[src/rtl/uart_pkg.sv]
// Shared types and constants for the UART register-bank AXI-Lite bridge.
// Holds the bridge FSM states, the AXI response codes and the default register count.
package uart_pkg;

    typedef enum logic [2:0] {
        IDLE,
        WR_EXEC,
        WR_RESP,
        RD_EXEC,
        RD_RESP
    } state_t;

    localparam logic [1:0] RESP_OKAY   = 2'b00;
    localparam logic [1:0] RESP_SLVERR = 2'b10;

    localparam int NUM_REGS_DEFAULT = 8;

    // A word index is mapped when it falls below the implemented register count.
    function automatic logic is_mapped(input logic [3:0] idx, input int num_regs);
        return $unsigned(num_regs) > {28'd0, idx};
    endfunction

endpackage

[src/rtl/uart_axil_bridge_if.sv]
// AXI-Lite slave port bundle for the UART register bridge.
// The master modport is the bus side, the slave modport is the bridge side.
interface uart_axil_bridge_if #(
    parameter int ADDR_W = 6
);
    logic [ADDR_W-1:0] s_awaddr;
    logic              s_awvalid;
    logic              s_awready;
    logic [31:0]       s_wdata;
    logic [3:0]        s_wstrb;
    logic              s_wvalid;
    logic              s_wready;
    logic [1:0]        s_bresp;
    logic              s_bvalid;
    logic              s_bready;
    logic [ADDR_W-1:0] s_araddr;
    logic              s_arvalid;
    logic              s_arready;
    logic [31:0]       s_rdata;
    logic [1:0]        s_rresp;
    logic              s_rvalid;
    logic              s_rready;

    modport slave (
        input  s_awaddr, s_awvalid, output s_awready,
        input  s_wdata, s_wstrb, s_wvalid, output s_wready,
        output s_bresp, s_bvalid, input  s_bready,
        input  s_araddr, s_arvalid, output s_arready,
        output s_rdata, s_rresp, s_rvalid, input  s_rready
    );

    modport master (
        output s_awaddr, s_awvalid, input  s_awready,
        output s_wdata, s_wstrb, s_wvalid, input  s_wready,
        input  s_bresp, s_bvalid, output s_bready,
        output s_araddr, s_arvalid, input  s_arready,
        input  s_rdata, s_rresp, s_rvalid, output s_rready
    );

endinterface

[src/rtl/uart_axil_bridge.sv]
// AXI-Lite slave that turns single-beat reads/writes into register strobes.
// One transaction in flight; writes win over a simultaneous read.
module uart_axil_bridge
    import uart_pkg::*;
#(
    parameter int ADDR_W   = 6,
    parameter int NUM_REGS = NUM_REGS_DEFAULT
) (
    input  logic                clk,
    input  logic                reset,
    uart_axil_bridge_if.slave   s_axil,
    output logic                reg_write,
    output logic                reg_read,
    output logic [3:0]          reg_addr,
    output logic [31:0]         reg_wdata,
    input  logic [31:0]         reg_rdata,
    input  logic                reg_ready
);

    state_t      r_state;
    logic        r_aw_held;
    logic        r_w_held;
    logic [3:0]  r_aw_idx;
    logic [31:0] r_wdata;
    logic        r_wstrb_ok;
    logic        r_err;
    logic        r_reg_write;
    logic        r_reg_read;
    logic [3:0]  r_reg_addr;
    logic [31:0] r_reg_wdata;
    logic        r_bvalid;
    logic [1:0]  r_bresp;
    logic        r_rvalid;
    logic [1:0]  r_rresp;
    logic [31:0] r_rdata;

    logic [ADDR_W-1:0] w_awaddr;
    logic [ADDR_W-1:0] w_araddr;
    logic              w_unused_addr;
    logic              w_idle;
    logic              w_awready;
    logic              w_wready;
    logic              w_arready;
    logic              w_aw_fire;
    logic              w_w_fire;
    logic              w_ar_fire;
    logic [3:0]        w_wr_idx;
    logic [31:0]       w_wr_data;
    logic              w_wr_strb_ok;
    logic              w_wr_go;
    logic              w_wr_ok;
    logic              w_rd_ok;

    assign w_awaddr      = s_axil.s_awaddr;
    assign w_araddr      = s_axil.s_araddr;
    // Byte-lane bits and any bits above the word index carry no meaning here.
    assign w_unused_addr = ^{w_awaddr, w_araddr};

    assign w_idle    = (r_state == IDLE);
    assign w_awready = w_idle && !r_aw_held && !reset;
    assign w_wready  = w_idle && !r_w_held && !reset;
    assign w_arready = w_idle && !r_aw_held && !r_w_held
                       && !s_axil.s_awvalid && !s_axil.s_wvalid && !reset;

    assign w_aw_fire = s_axil.s_awvalid && w_awready;
    assign w_w_fire  = s_axil.s_wvalid && w_wready;
    assign w_ar_fire = s_axil.s_arvalid && w_arready;

    // Merge what is already held with what arrives this cycle so the pair
    // completing on either channel launches the write immediately.
    assign w_wr_idx     = r_aw_held ? r_aw_idx : w_awaddr[5:2];
    assign w_wr_data    = r_w_held ? r_wdata : s_axil.s_wdata;
    assign w_wr_strb_ok = r_w_held ? r_wstrb_ok : (s_axil.s_wstrb == 4'hF);
    assign w_wr_go      = (r_aw_held || w_aw_fire) && (r_w_held || w_w_fire);
    assign w_wr_ok      = w_wr_strb_ok && is_mapped(w_wr_idx, NUM_REGS);
    assign w_rd_ok      = is_mapped(w_araddr[5:2], NUM_REGS);

    // NOTE: capture/data registers are left out of reset; only control and
    // visible response state is cleared, since nothing reads the rest until rewritten.
    always_ff @(posedge clk) begin
        if (reset) begin
            r_state     <= IDLE;
            r_aw_held   <= 1'b0;
            r_w_held    <= 1'b0;
            r_err       <= 1'b0;
            r_reg_write <= 1'b0;
            r_reg_read  <= 1'b0;
            r_bvalid    <= 1'b0;
            r_bresp     <= RESP_OKAY;
            r_rvalid    <= 1'b0;
            r_rresp     <= RESP_OKAY;
            r_rdata     <= '0;
        end else begin
            unique case (r_state)
                IDLE: begin
                    if (w_aw_fire) begin
                        r_aw_held <= 1'b1;
                        r_aw_idx  <= w_awaddr[5:2];
                    end
                    if (w_w_fire) begin
                        r_w_held   <= 1'b1;
                        r_wdata    <= s_axil.s_wdata;
                        r_wstrb_ok <= (s_axil.s_wstrb == 4'hF);
                    end
                    if (w_wr_go) begin
                        r_state     <= WR_EXEC;
                        r_reg_write <= w_wr_ok;
                        r_reg_addr  <= w_wr_idx;
                        r_reg_wdata <= w_wr_data;
                        r_err       <= !w_wr_ok;
                    end else if (w_ar_fire) begin
                        r_state    <= RD_EXEC;
                        r_reg_read <= w_rd_ok;
                        r_reg_addr <= w_araddr[5:2];
                        r_err      <= !w_rd_ok;
                    end
                end
                WR_EXEC: begin
                    // Errored writes spend one cycle here with no strobe.
                    if (!r_reg_write || reg_ready) begin
                        r_reg_write <= 1'b0;
                        r_bvalid    <= 1'b1;
                        r_bresp     <= r_err ? RESP_SLVERR : RESP_OKAY;
                        r_state     <= WR_RESP;
                    end
                end
                WR_RESP: begin
                    if (s_axil.s_bready) begin
                        r_bvalid  <= 1'b0;
                        r_aw_held <= 1'b0;
                        r_w_held  <= 1'b0;
                        r_state   <= IDLE;
                    end
                end
                RD_EXEC: begin
                    if (!r_reg_read || reg_ready) begin
                        r_reg_read <= 1'b0;
                        r_rdata    <= r_err ? 32'd0 : reg_rdata;
                        r_rresp    <= r_err ? RESP_SLVERR : RESP_OKAY;
                        r_rvalid   <= 1'b1;
                        r_state    <= RD_RESP;
                    end
                end
                RD_RESP: begin
                    if (s_axil.s_rready) begin
                        r_rvalid <= 1'b0;
                        r_state  <= IDLE;
                    end
                end
                default: r_state <= IDLE;
            endcase
        end
    end

    assign s_axil.s_awready = w_awready;
    assign s_axil.s_wready  = w_wready;
    assign s_axil.s_arready = w_arready;
    assign s_axil.s_bvalid  = r_bvalid;
    assign s_axil.s_bresp   = r_bresp;
    assign s_axil.s_rvalid  = r_rvalid;
    assign s_axil.s_rresp   = r_rresp;
    assign s_axil.s_rdata   = r_rdata;

    assign reg_write = r_reg_write;
    assign reg_read  = r_reg_read;
    assign reg_addr  = r_reg_addr;
    assign reg_wdata = r_reg_wdata;

endmodule

[src/flat_wrapper.sv]
// flat-port wrapper written by rule: the top's interface ports become plain ports
module uart_axil_bridge_flat import uart_pkg::*;
#(
    parameter int ADDR_W   = 6,
    parameter int NUM_REGS = NUM_REGS_DEFAULT
)
  (clk, reset, reg_write, reg_read, reg_addr, reg_wdata, reg_rdata, reg_ready, s_axil_s_awaddr, s_axil_s_awvalid, s_axil_s_awready, s_axil_s_wdata, s_axil_s_wstrb, s_axil_s_wvalid, s_axil_s_wready, s_axil_s_bresp, s_axil_s_bvalid, s_axil_s_bready, s_axil_s_araddr, s_axil_s_arvalid, s_axil_s_arready, s_axil_s_rdata, s_axil_s_rresp, s_axil_s_rvalid, s_axil_s_rready);
  uart_axil_bridge_if #(.ADDR_W(ADDR_W)) s_axil_i ();
  input  logic clk;
  input  logic reset;
  output logic reg_write;
  output logic reg_read;
  output logic [3:0] reg_addr;
  output logic [31:0] reg_wdata;
  input  logic [31:0] reg_rdata;
  input  logic reg_ready;
  input wire logic [$bits(s_axil_i.s_awaddr)-1:0] s_axil_s_awaddr;
  input wire logic [$bits(s_axil_i.s_awvalid)-1:0] s_axil_s_awvalid;
  output wire logic [$bits(s_axil_i.s_awready)-1:0] s_axil_s_awready;
  input wire logic [$bits(s_axil_i.s_wdata)-1:0] s_axil_s_wdata;
  input wire logic [$bits(s_axil_i.s_wstrb)-1:0] s_axil_s_wstrb;
  input wire logic [$bits(s_axil_i.s_wvalid)-1:0] s_axil_s_wvalid;
  output wire logic [$bits(s_axil_i.s_wready)-1:0] s_axil_s_wready;
  output wire logic [$bits(s_axil_i.s_bresp)-1:0] s_axil_s_bresp;
  output wire logic [$bits(s_axil_i.s_bvalid)-1:0] s_axil_s_bvalid;
  input wire logic [$bits(s_axil_i.s_bready)-1:0] s_axil_s_bready;
  input wire logic [$bits(s_axil_i.s_araddr)-1:0] s_axil_s_araddr;
  input wire logic [$bits(s_axil_i.s_arvalid)-1:0] s_axil_s_arvalid;
  output wire logic [$bits(s_axil_i.s_arready)-1:0] s_axil_s_arready;
  output wire logic [$bits(s_axil_i.s_rdata)-1:0] s_axil_s_rdata;
  output wire logic [$bits(s_axil_i.s_rresp)-1:0] s_axil_s_rresp;
  output wire logic [$bits(s_axil_i.s_rvalid)-1:0] s_axil_s_rvalid;
  input wire logic [$bits(s_axil_i.s_rready)-1:0] s_axil_s_rready;
  assign s_axil_i.s_awaddr = s_axil_s_awaddr;
  assign s_axil_i.s_awvalid = s_axil_s_awvalid;
  assign s_axil_s_awready = s_axil_i.s_awready;
  assign s_axil_i.s_wdata = s_axil_s_wdata;
  assign s_axil_i.s_wstrb = s_axil_s_wstrb;
  assign s_axil_i.s_wvalid = s_axil_s_wvalid;
  assign s_axil_s_wready = s_axil_i.s_wready;
  assign s_axil_s_bresp = s_axil_i.s_bresp;
  assign s_axil_s_bvalid = s_axil_i.s_bvalid;
  assign s_axil_i.s_bready = s_axil_s_bready;
  assign s_axil_i.s_araddr = s_axil_s_araddr;
  assign s_axil_i.s_arvalid = s_axil_s_arvalid;
  assign s_axil_s_arready = s_axil_i.s_arready;
  assign s_axil_s_rdata = s_axil_i.s_rdata;
  assign s_axil_s_rresp = s_axil_i.s_rresp;
  assign s_axil_s_rvalid = s_axil_i.s_rvalid;
  assign s_axil_i.s_rready = s_axil_s_rready;
  uart_axil_bridge #(.ADDR_W(ADDR_W), .NUM_REGS(NUM_REGS)) u_core (.clk(clk), .reset(reset), .s_axil(s_axil_i), .reg_write(reg_write), .reg_read(reg_read), .reg_addr(reg_addr), .reg_wdata(reg_wdata), .reg_rdata(reg_rdata), .reg_ready(reg_ready));
endmodule
[config.mk]
export PLATFORM = sky130hd
export DESIGN_NAME = uart_axil_bridge_flat
export DESIGN_NICKNAME = d
export VERILOG_FILES = /design/src/rtl/uart_pkg.sv /design/src/rtl/uart_axil_bridge_if.sv /design/src/rtl/uart_axil_bridge.sv /design/src/flat_wrapper.sv
export SDC_FILE = /design/constraint.sdc
export NUM_CORES = 1
export LEC_CHECK = 0
export BUFFER_PORTS_ARGS = -buffer_cell sky130_fd_sc_hd__buf_2
export CAP_MARGIN = 15
export CORE_ASPECT_RATIO = 0.7
export CORE_UTILIZATION = 44
export DETAILED_ROUTE_END_ITERATION = 10
export GPL_TIMING_DRIVEN = 0
export HOLD_SLACK_MARGIN = 0.05
export PLACE_DENSITY = 0.75
export SLEW_MARGIN = 25
export SYNTH_ARGS = -nofsm -noshare
export SYNTH_HDL_FRONTEND = slang
export SYNTH_SLANG_ARGS = --single-unit
[constraint.sdc]
create_clock -name clk -period 3.3 [get_ports clk]
set_input_delay 0.33 -clock clk [delete_from_list [all_inputs] [get_ports clk]]
set_output_delay 0.33 -clock clk [all_outputs]
set_load 0.03 [all_outputs]
* After elaboration in Yosys (flattened, before gate mapping) *
Index checks and enable logic that the tools add are counted.

cells by class
  equal/unequal tests = 15
  mux-type cells = 33
  bitwise logic cells = 1
  reductions and logical operators = 47
  order comparisons = 2

operator list
  operator                                                               count
  32-bit two-way mux                                                     2
  3-bit AND reduction                                                    9
  3-bit two-way mux                                                      6
  3-bit one-hot mux with 5 select lines                                  1
  1-bit two-way mux                                                      14
  2-bit != test, second input constant                                   7
  1-bit logical AND                                                      13
  4-bit two-way mux                                                      3
  1-bit one-hot mux with 2 select lines                                  6
  2-bit nonzero test                                                     6
  1-bit zero test                                                        9
  4-bit greater-than comparator, first input constant                    2
  3-bit by 2-bit equality test with 1-bit output, second input constant  2
  2-bit AND reduction                                                    3
  5-bit AND reduction                                                    1
  4-bit equality test, second input constant                             1
  1-bit logical OR                                                       4
  2-bit by 1-bit != test with 1-bit output, second input constant        2
  4-bit AND reduction                                                    1
  3-bit by 1-bit equality test with 1-bit output, second input constant  1
  3-bit equality test, second input constant                             1
  3-bit zero test                                                        1
  3-bit != test, second input constant                                   1
  2-bit two-way mux                                                      1
  1-bit NOT                                                              1

storage, ports and cells
  input bits = 88
  word-level logic and storage cells = 114
  register bits after elaboration = 119
  output and inout bits = 79

* Depth between registers and ports, before layout *
  word-level depth = 10
  gate-level depth with buffers = 7
  gate-level depth less buffers = 5

* Worst setup path before layout *
No wires, ideal clock.

  path kind = register -> register
  start = register u_core.r_state[1]
  end = register u_core.r_reg_wdata[0], in the netlist u_core.reg_wdata[0], enable pin
  cell stages (with the launch flop) = 5
  path buffers = 1
  library setup time = 461 ps
  arrival time = 3140 ps
  period minus slack after synthesis = 3601 ps
  setup slack = -301 ps
  data required time = 2839 ps
  path through = dfxtp_1 > buf_6 > nor4_4 > a21oi_2 > nor3_1

on the way
  word-level cells in the longest chain between the ends = 7
  elaborated cells on any way between the ends = 11
  those cells by class = reduce/logical: 11

RTL lines
  item                                               line                                            RTL
  start, declared                                    uart_axil_bridge.sv:20                          state_t r_state;
  start signal, assigned                             uart_axil_bridge.sv:82                          r_state <= IDLE;
  start signal, assigned                             uart_axil_bridge.sv:106                         r_state <= WR_EXEC;
  start signal, assigned                             uart_axil_bridge.sv:112                         r_state <= RD_EXEC;
  3-bit zero test *                                  uart_axil_bridge.sv:59, uart_axil_bridge.sv:94
  1-bit logical AND (on tied branches) (2 in a row)  uart_axil_bridge.sv:60, uart_axil_bridge.sv:61
  1-bit logical AND (on tied branches)               uart_axil_bridge.sv:65, uart_axil_bridge.sv:66
  1-bit logical OR                                   uart_axil_bridge.sv:74                          assign w_wr_go = (r_aw_held || w_aw_fire) && (r_w_held || w_w_fire);
  1-bit logical AND                                  uart_axil_bridge.sv:74
  3-bit AND reduction (no source line) *             -
  end signal, assigned                               uart_axil_bridge.sv:109                         r_reg_wdata <= w_wr_data;
  end, declared                                      uart_axil_bridge.sv:30                          logic [31:0] r_reg_wdata;

Every way passes the cells marked *; elsewhere a longest branch is shown, timed or not.
A chain may end at the register's enable or synchronous reset.

* Worst setup path after layout *
  start = register u_core.r_state[0]
  end = register u_core.r_reg_wdata[17], in the netlist u_core.reg_wdata[17], enable pin

Same word-level chain as after synthesis.

==> flow_metrics.tcl <==
set metrics [dict create \
    route.detailed.wl_per_inst_um 16.2 \
    static-leakage-power_nw 2.53 \
    worstPathRequired_ns 3.40 \
    grt_max_degree 22 \
    initial_core_util_pct 46.4 \
    synth-edff-count 73 \
    cp_data_arrival_time_ns 2.29 \
    highest_count_cells_in_the_layout_ignoring_fill_and_taps "sky130_fd_sc_hd__buf_2 (170), sky130_fd_sc_hd__edfxtp_1 (73), sky130_fd_sc_hd__dfxtp_1 (44)" \
    synth.avg_cell_area_um2 13.2 \
    final_weighted_congestion_in_routability_driven_placement 0.765 \
    tightestPinTransition_ns 0.635 \
    max_clock_freq_ghz 0.458 \
    timing.final.crit_share_pct 66.2 \
    detailedRoute.firstPassIterationCount 5 \
    hold_buffers 0 \
    grt_setup_unrepaired "false" \
    dp_hpwl_um 7720 \
    cp-start-kind "flip-flop" \
    grt_first_pass_wirelength_um 17300 \
    antennaDiodeCount 0 \
    synth-seq-area-share_pct 66.8 \
    outcome "completed" \
    synth-async-reset-ratio_pct 0 \
    via_count_of_the_first_global_routing_pass 3400 \
    number_of_maximum_capacitance_constraint_violations 0 \
    ctsHtreeMaxLevel 4 \
    hold_slack_ns 0.114 \
    synth_largest_type_area_fraction_pct 47.6 \
    max-slew-margin-rel_pct 57.7 \
    worst_setup_path_end_kind "flip-flop" \
    power.ir.vdd_worst_mv 0.357 \
    clock_tree.buffer_depth 2 \
    totalWireLength_um 10900 \
    yosysWarnings 0 \
    final-hold-violation-count 0 \
    cts_setup_buffers 0 \
    placement_rows 30 \
    cts-buffers-inserted 17 \
    skew_final_ns 0.00888 \
    grt_remaining_overflow 0 \
    clk_transition_reported_paths_ns 0.05 \
    timing.critical_path.fanout_max 15 \
    cts_resized 0 \
    crit-reg2reg-launch "u_core.r_state[0]" \
    synthToLayoutAreaGrowth_pct 35.4 \
    cts.root.buffer_cell "sky130_fd_sc_hd__clkbuf_16" \
    yosys-top-cells-area "sky130_fd_sc_hd__edfxtp_1 (48%), sky130_fd_sc_hd__dfxtp_1 (19%), sky130_fd_sc_hd__mux2_2 (8.1%)" \
    maxSlewViolCount 0 \
    report.power.total_mw 4.12 \
    nNetsFinal 620 \
    synth_flop_cell "sky130_fd_sc_hd__edfxtp_1" \
    grt_use_total_pct 20.7 \
    ratio_of_cells_with_drive_above_1_in_the_final_layout_pct 44.8 \
    powerDensity_mw_per_mm2 661 \
    dieArea_mm2 0.0109 \
    worst_setup_path_startpoint "u_core.r_state[0]" \
    setup_viol 0 \
    dr_total_vias 3412 \
    port_buffers 160 \
    ys_ff_latch 117 \
    layout.core_utilization_pct 62.9 \
    placement.cell_area_mm2 0.00563 \
    synth_largest_area_cell "sky130_fd_sc_hd__edfxtp_1" \
    hold_path_startpoint "s_axil_s_wdata[26]" \
    die_h_um 87.6 \
    critical_path_class "flip-flop to flip-flop" \
    worstHoldPathType "input port to flip-flop" \
    synth.cell_area_mm2 0.00460 \
    ant_nets 0 \
    layout.cells.most_common "sky130_fd_sc_hd__buf_2" \
    place_worst_setup_slack_ns 1.12 \
    synthDistinctLibCells 39 \
    antenna_violations_before_repair 0 \
    gate_count_post_synth 349 \
    final.setup.worst_slack_ns 1.11 \
    drc_errors 0 \
    floorplan.core_area_mm2 0.00991 \
    post-route-min-period_ns 2.19 \
    cts.sinks 117 \
    detail_route.vias_per_cell 5.07 \
    io_pins 167 \
    tritoncts "yes" \
    die_x_um 124 \
    detail_route.iter0.violations 265 \
    clock_insertion_delay_worst_skew_ns 0.40 \
    final_area_mm2 0.00623 \
]
[cell type report]
cell class	instances	area [µm²]
Multi-Input combinational cell	206	1420
Clock buffer	22	444
Timing Repair Buffer	163	851
Sequential cell	117	3070
Tap cell	128	160
Buffer	26	125
Inverter	1	3.75
Fill cell	787	3680
Clock inverter	10	158
[worst max-delay path, cell delays in order, from the launching register on]
cell and delay (ns):
sky130_fd_sc_hd__dfxtp_1 0.34, sky130_fd_sc_hd__buf_2 0.19, sky130_fd_sc_hd__nor3_4 0.26, sky130_fd_sc_hd__o21ai_1 0.22
sky130_fd_sc_hd__nor3_4 0.42, sky130_fd_sc_hd__buf_6 0.23, sky130_fd_sc_hd__buf_6 0.20
[registers in the layout, summed over array words and instances, names as in the netlist]
signal and cells:
u_core.r_wdata 32, u_core.reg_wdata 32, u_core.s_axil.s_rdata 32, u_core.r_aw_idx 4, u_core.reg_addr 4, u_core.r_state 3
u_core.r_aw_held 1, u_core.r_err 1, u_core.r_w_held 1, u_core.r_wstrb_ok 1, u_core.reg_read 1, u_core.reg_write 1
u_core.s_axil.s_bresp 1, u_core.s_axil.s_bvalid 1, u_core.s_axil.s_rresp 1, u_core.s_axil.s_rvalid 1
[layer usage]
| metal | global-route usage, % | share of wire [%] | vias to the layer above |
|---|---|---|---|
| met2 | 32.6 | 46 | 139 |
| li1 | - | - | 1636 |
| met3 | 8.92 | 8.4 | 10 |
| met5 | 0 | 0 | - |
| met4 | 6.79 | 0.86 | 0 |
| met1 | 25.9 | 45 | 1627 |
[path summary, 6_finish.rpt]
kind | endpoint | slack (ns) | depth (start not counted)
min | u_core.r_wdata[26] | 0.11 | 1
min reg2reg | u_core.s_axil.s_bvalid | 0.45 | 2
max reg2reg | u_core.reg_wdata[17] | 1.11 | 6
max | u_core.reg_wdata[17] | 1.11 | 6
[power breakdown]
| part | internal [mW] | total (mW) | leakage [nW] | switching [mW] |
|---|---|---|---|---|
| clock network | 1.26 | 1.87 | 0.286 | 0.610 |
| registers | 1.67 | 1.70 | 1.03 | 0.0258 |
| logic | 0.211 | 0.550 | 1.22 | 0.339 |
| total | 3.14 | 4.12 | 2.53 | 0.975 |
[per-stage QoR]
stage / TNS, ns / instances
2_1_floorplan: 0 / 350
3_3_place_gp: -0.342 / 638
3_5_place_dp: 0 / 641
4_1_cts: 0 / 673
5_1_grt: 0 / 673
6_report: 0 / 673
[synth_stat cells (3+ instances only)]
cell and count:
sky130_fd_sc_hd__and2_1 3, sky130_fd_sc_hd__nand2_1 7, sky130_fd_sc_hd__nor3_1 4, sky130_fd_sc_hd__edfxtp_1 73, sky130_fd_sc_hd__buf_2 10, sky130_fd_sc_hd__nor3b_1 35, sky130_fd_sc_hd__dfxtp_1 44, sky130_fd_sc_hd__nor2b_1 3
sky130_fd_sc_hd__nor2_1 42, sky130_fd_sc_hd__mux2_2 33, sky130_fd_sc_hd__clkbuf_1 10, sky130_fd_sc_hd__a21oi_1 42, sky130_fd_sc_hd__nand3b_1 4, sky130_fd_sc_hd__o21ai_0 3, sky130_fd_sc_hd__buf_1 3, sky130_fd_sc_hd__mux2i_1 8
[kinds of logic after synthesis]
logic type             after synthesis  share of synthesized area [%]
AO/OA/AOI/OAI                       52                           6.17
AND/OR/NAND/NOR                    111                           14.3
flip-flops                         117                           66.8
other                                1                         0.0815
multiplexers                        41                           9.82
buffers and inverters               27                           2.80
Power figures use the tool's default switching activity.
